--- config.mk ---
export PLATFORM = sky130hd
export DESIGN_NAME = morse_symbol_buffer
export DESIGN_NICKNAME = d
export VERILOG_FILES = /design/src/rtl/morse_symbol_buffer.sv
export SDC_FILE = /design/constraint.sdc
export NUM_CORES = 1
export LEC_CHECK = 0
export ABC_CLOCK_PERIOD_IN_PS = 4200
export BUFFER_PORTS_ARGS = -buffer_cell sky130_fd_sc_hd__buf_4
export CORE_UTILIZATION = 43
export CTS_CLUSTER_DIAMETER = 30
export DETAILED_ROUTE_END_ITERATION = 6
export GPL_TIMING_DRIVEN = 0
export PLACE_DENSITY = 0.73
export SKIP_CTS_REPAIR_TIMING = 1
export SYNTH_ARGS = -nofsm -noshare
export SYNTH_HDL_FRONTEND = slang
export SYNTH_SLANG_ARGS = --single-unit
export TNS_END_PERCENT = 5
--- constraint.sdc ---
create_clock -name clk -period 4.2 [get_ports clk]
set_input_delay 0.84 -clock clk [delete_from_list [all_inputs] [get_ports clk]]
set_output_delay 0.84 -clock clk [all_outputs]
set_load 0.02 [all_outputs]
--- src/rtl/morse_symbol_buffer.sv ---
// Multi-channel Morse symbol capture buffer.
// Each channel stores up to DEPTH symbols, one per rising edge of its
// (already debounced) load button. Symbols are appended in arrival order.
// The block reports a per-channel fill count, a full flag, a one-cycle
// accept pulse and a sticky overflow flag. A registered random-access read
// port serves the downstream compare/scoring logic.
module morse_symbol_buffer #(
    parameter  int WIDTH  = 2,
    parameter  int DEPTH  = 8,
    parameter  int NUM_CH = 2,
    localparam int CW     = $clog2(DEPTH + 1),
    localparam int IW     = (DEPTH > 1) ? $clog2(DEPTH) : 1,
    localparam int CHW    = (NUM_CH > 1) ? $clog2(NUM_CH) : 1
) (
    input  logic                    clk,
    input  logic                    rst,
    input  logic [NUM_CH-1:0]       load,
    input  logic [NUM_CH*WIDTH-1:0] d_in,
    input  logic [NUM_CH-1:0]       clr,
    input  logic                    lock,
    input  logic [CHW-1:0]          rd_ch,
    input  logic [IW-1:0]           rd_idx,
    output logic [WIDTH-1:0]        rd_data,
    output logic [NUM_CH*CW-1:0]    count,
    output logic [NUM_CH-1:0]       full,
    output logic [NUM_CH-1:0]       accepted,
    output logic [NUM_CH-1:0]       overflow
);

    logic [NUM_CH-1:0] load_q;
    logic [NUM_CH-1:0] rise;
    logic [WIDTH-1:0]  mem [NUM_CH][DEPTH];
    logic [CW-1:0]     cnt [NUM_CH];
    logic [NUM_CH-1:0] acc_q;
    logic [NUM_CH-1:0] ovf_q;
    logic [WIDTH-1:0]  rd_sel;

    // A press is the first cycle the button is seen high.
    assign rise = load & ~load_q;

    // Remember last button level. Reset to ones, so a button held through
    // reset has to be released before it can load a symbol.
    // NOTE: every sequential update uses <=, so all registers sample their
    // inputs from the same clock edge and never see each other's new values.
    always_ff @(posedge clk) begin
        if (!rst) begin
            load_q <= '1;
        end else begin
            load_q <= load;
        end
    end

    // Per-channel storage, fill count, accept pulse and overflow flag.
    // Priority per channel is clear, then lock, then write.
    // NOTE: the symbol store is reset and cleared on purpose: reading an
    // unused slot must return 0 and a fresh round must not see old symbols.
    always_ff @(posedge clk) begin
        if (!rst) begin
            for (int c = 0; c < NUM_CH; c++) begin
                cnt[c] <= '0;
                for (int i = 0; i < DEPTH; i++) begin
                    mem[c][i] <= '0;
                end
            end
            acc_q <= '0;
            ovf_q <= '0;
        end else begin
            for (int c = 0; c < NUM_CH; c++) begin
                acc_q[c] <= 1'b0;
                if (clr[c]) begin
                    cnt[c]   <= '0;
                    ovf_q[c] <= 1'b0;
                    for (int i = 0; i < DEPTH; i++) begin
                        mem[c][i] <= '0;
                    end
                end else if (!lock && rise[c]) begin
                    if (cnt[c] < CW'(DEPTH)) begin
                        for (int i = 0; i < DEPTH; i++) begin
                            if (CW'(i) == cnt[c]) begin
                                mem[c][i] <= d_in[c*WIDTH +: WIDTH];
                            end
                        end
                        cnt[c]   <= cnt[c] + CW'(1);
                        acc_q[c] <= 1'b1;
                    end else begin
                        ovf_q[c] <= 1'b1;
                    end
                end
            end
        end
    end

    // Read mux: only slots below the channel's current count are visible,
    // so a slot being written this cycle still reads as 0.
    // NOTE: rd_sel gets a default before the loop, so no path leaves it
    // unassigned and no latch is inferred.
    always_comb begin
        rd_sel = '0;
        for (int c = 0; c < NUM_CH; c++) begin
            for (int i = 0; i < DEPTH; i++) begin
                if (CHW'(c) == rd_ch && IW'(i) == rd_idx && CW'(i) < cnt[c]) begin
                    rd_sel = mem[c][i];
                end
            end
        end
    end

    // Registered read port, one cycle of latency.
    always_ff @(posedge clk) begin
        if (!rst) begin
            rd_data <= '0;
        end else begin
            rd_data <= rd_sel;
        end
    end

    // Flatten per-channel state onto the packed output buses.
    for (genvar g = 0; g < NUM_CH; g++) begin : g_out
        assign count[g*CW +: CW] = cnt[g];
        assign full[g]           = (cnt[g] == CW'(DEPTH));
    end

    assign accepted = acc_q;
    assign overflow = ovf_q;

endmodule

==> metrics.md <==
| Metric | Value |
|---|---|
| Syn_area_per_cell | about 9.5 um^2 |
| Clk slew on worst S/H paths | 0.09 ns |
| DRT iter0 DRCs | 199 |
| Largest net degree at the start of global routing | 14 |
| HPWL after DPL | roughly 4500 um |
| Smallest hold slack | 0.476 ns |
| Drt total wl | 5880 um |
| Clock root buffer | clkbuf_8 |
| Rows | 28 |
| Worst Skew | a little over 0.01 ns |
| DRT Pass-1 Iters | 4 |
| Syn_nets | 306 |
| Pre-CTS WS | 1.50 ns |
| Asr flop ratio synth | 0% |
| Initial antenna violation count | 0 |
| Syn-to-layout area delta | 14.2% |
| CP arrival | 1.59 ns |
| Hold path start | overflow[0] |
| Commonest non-fill, non-tap cell in the layout | nand2_1 |
| Max Cap Viol | 0 |
| Critical path class | register to primary output |
| Max_slew headroom | 66.2% |
| Initial Util | 45.1% |
| Fin crit period | 2.43 ns |
| Worst R2R Start | cnt[1][1] |
| Most frequent cells in the layout | nand2_1, edfxtp_1, nor2_1, buf_4, and3_1 |
| Fmax | 411 MHz |
| Worst hold-check path type | register to register |
| Worst Path Required | 3.36 ns |
| Gp weighted congestion | 0.909 |
| DR vias | 2197 |
| Core ar. | 0.00599 mm^2 |
| Die area | 0.00661 mm^2 |
| Final routed DRC violation total | 0 |
| CP endpoint kind | primary output |
| Clock Path Buffers | 2 |
| Fin. max-slew vios | 0 |
| Sequential share of the synthesized area | 49.6% |
| # IOs | 31 |
| Top_reg_cell synth | edfxtp_1 |
| Cell area after layout | between 0.003 and 0.004 mm^2 |
| Endpoints failing setup | 0 |
| YS warnings | 0 |
| Status | finished clean |
| Clock Latency Late Sink | 0.29 ns |
| Clock Sinks | 48 |
| Synth top area share | a little over two fifths |
| Setup_tns | 0 ns |
| RSZ-0062 raised after global routing | no |
| Global-route wire length before repair | 9400 um |
| EDFF count, synth | 38 |
| Vias per cell | between 5 and 6 |
| Worst setup margin | 1.77 ns |
| Antenna fix cells | 0 |
| Hold Vio Cnt, Final | 0 |
| Die height | 81.3 um |
| Leak pwr | 0.00123 uW |
| Crit path launch type | register |
| Area leader, netlist | edfxtp_1 |
| Max VDD drop | 0.189 mV |
| Tot GR Track Use | a little under a fifth |
| Routed WL per cell | 14.9 um |
| Least-Margin Pin Slew | 0.504 ns |
| CTS buffer count | 5 |
| Power per cell area | approximately 300 mW/mm^2 |
| Congestion Overflow GR | 0 |
| Ranking of synthesized cells by area | edfxtp_1, dfxtp_1, nand2_1 |
| Die Wd | just over 80 um |
| # nets final | 341 |
| Crit path from | cnt[1][3] |
| Vias in the first global route | 2051 |
| Final period util | between 50% and 60% |
| Routed Antenna Nets | 0 |
| Placed Instance Area | about 0.003 mm^2 |
| Seq cells post-synth | 48 |
| Post-Syn Instances | between 200 and 300 |
| Worst-path maximum fanout | 10 |
| Post-synth cell types | 53 |
| CTS tree | built |
| Syn Std Cell Area | 0.00270 mm^2 |
| H-Tree Level Count | 2 |
| Layout cells sized above 1 | a little under a fifth |
| Port bufs | 28 |
sequential cells by signal, indices dropped and copies added (netlist names):
signal and count:
cnt 8, accepted 2, load_q 2, mem 32, rd_data 2, overflow 2
where the power goes:
group,total (uW),leakage [uW],internal [uW],switching (uW)
Clock,261,0.0000395,119,143
Combinational,110,0.000689,41.9,67.9
Sequential,540,0.000505,528,11.1
Total,911,0.00123,689,222
final timing paths:
kind	endpoint	slack (ns)	depth (start not counted)
min	overflow[0]	0.48	2
min reg2reg	overflow[0]	0.48	2
max reg2reg	rd_data[0]	1.82	8
max	full[1]	1.77	3
layout make-up:
cell class	instances	area (um^2)
plain buffers	15	80.1
clock buffers	8	80.1
fillers	551	2900
inverters	15	56.3
multi-input cells	207	1220
flip-flops and latches	48	1340
well taps	75	93.8
repair buffers	28	210
synthesized netlist by cell type, drive strengths merged, types with 5 or more instances:
cell type / count
nand2b: 10
dfxtp: 10
edfxtp: 38
nor3: 13
ha: 6
a21oi: 13
o21ai: 10
nand3: 7
and3: 17
nand2: 41
nor2b: 8
or3: 5
nor2: 35
inv: 15
buf: 11
metal layers:
metal / GRT usage, % / vias up / share of wire [%]
met5: 0 / - / 0
met4: 6.25 / 0 / 0.49
met3: 4.61 / 2 / 6.0
met2: 29.2 / 71 / 46
met1: 26.5 / 1037 / 48
li1: - / 1087 / -
cell families (layout without fill, tap and decap cells):
| group | count (synthesis) | count (layout) | synth area share [%] |
|---|---|---|---|
| AND/OR/NAND/NOR | 149 | 149 | 28.0 |
| AO/OA/AOI/OAI | 50 | 50 | 13.9 |
| flip-flops | 48 | 48 | 49.6 |
| buffers and inverters | 30 | 66 | 5.05 |
| adder cells (fa/ha/maj) | 6 | 6 | 2.78 |
| XOR/XNOR | 2 | 2 | 0.648 |
worst max-delay path, stage by stage (launching register included):
cell,delay [ns]
edfxtp_1,0.50
buf_2,0.30
nor4b_1,0.29
buf_4,0.20
stage by stage:
| step | power, uW | util (%) | std cells |
|---|---|---|---|
| final | 911 | 51.5 | 396 |
| after global routing | 947 | 51.5 | 396 |
| after CTS | 913 | 51.5 | 396 |
| after detailed placement | 659 | 50.2 | 388 |
| after global placement | 657 | 50.2 | 388 |
| after floorplan | 617 | - | 285 |
Power figures use the tool's default switching activity.
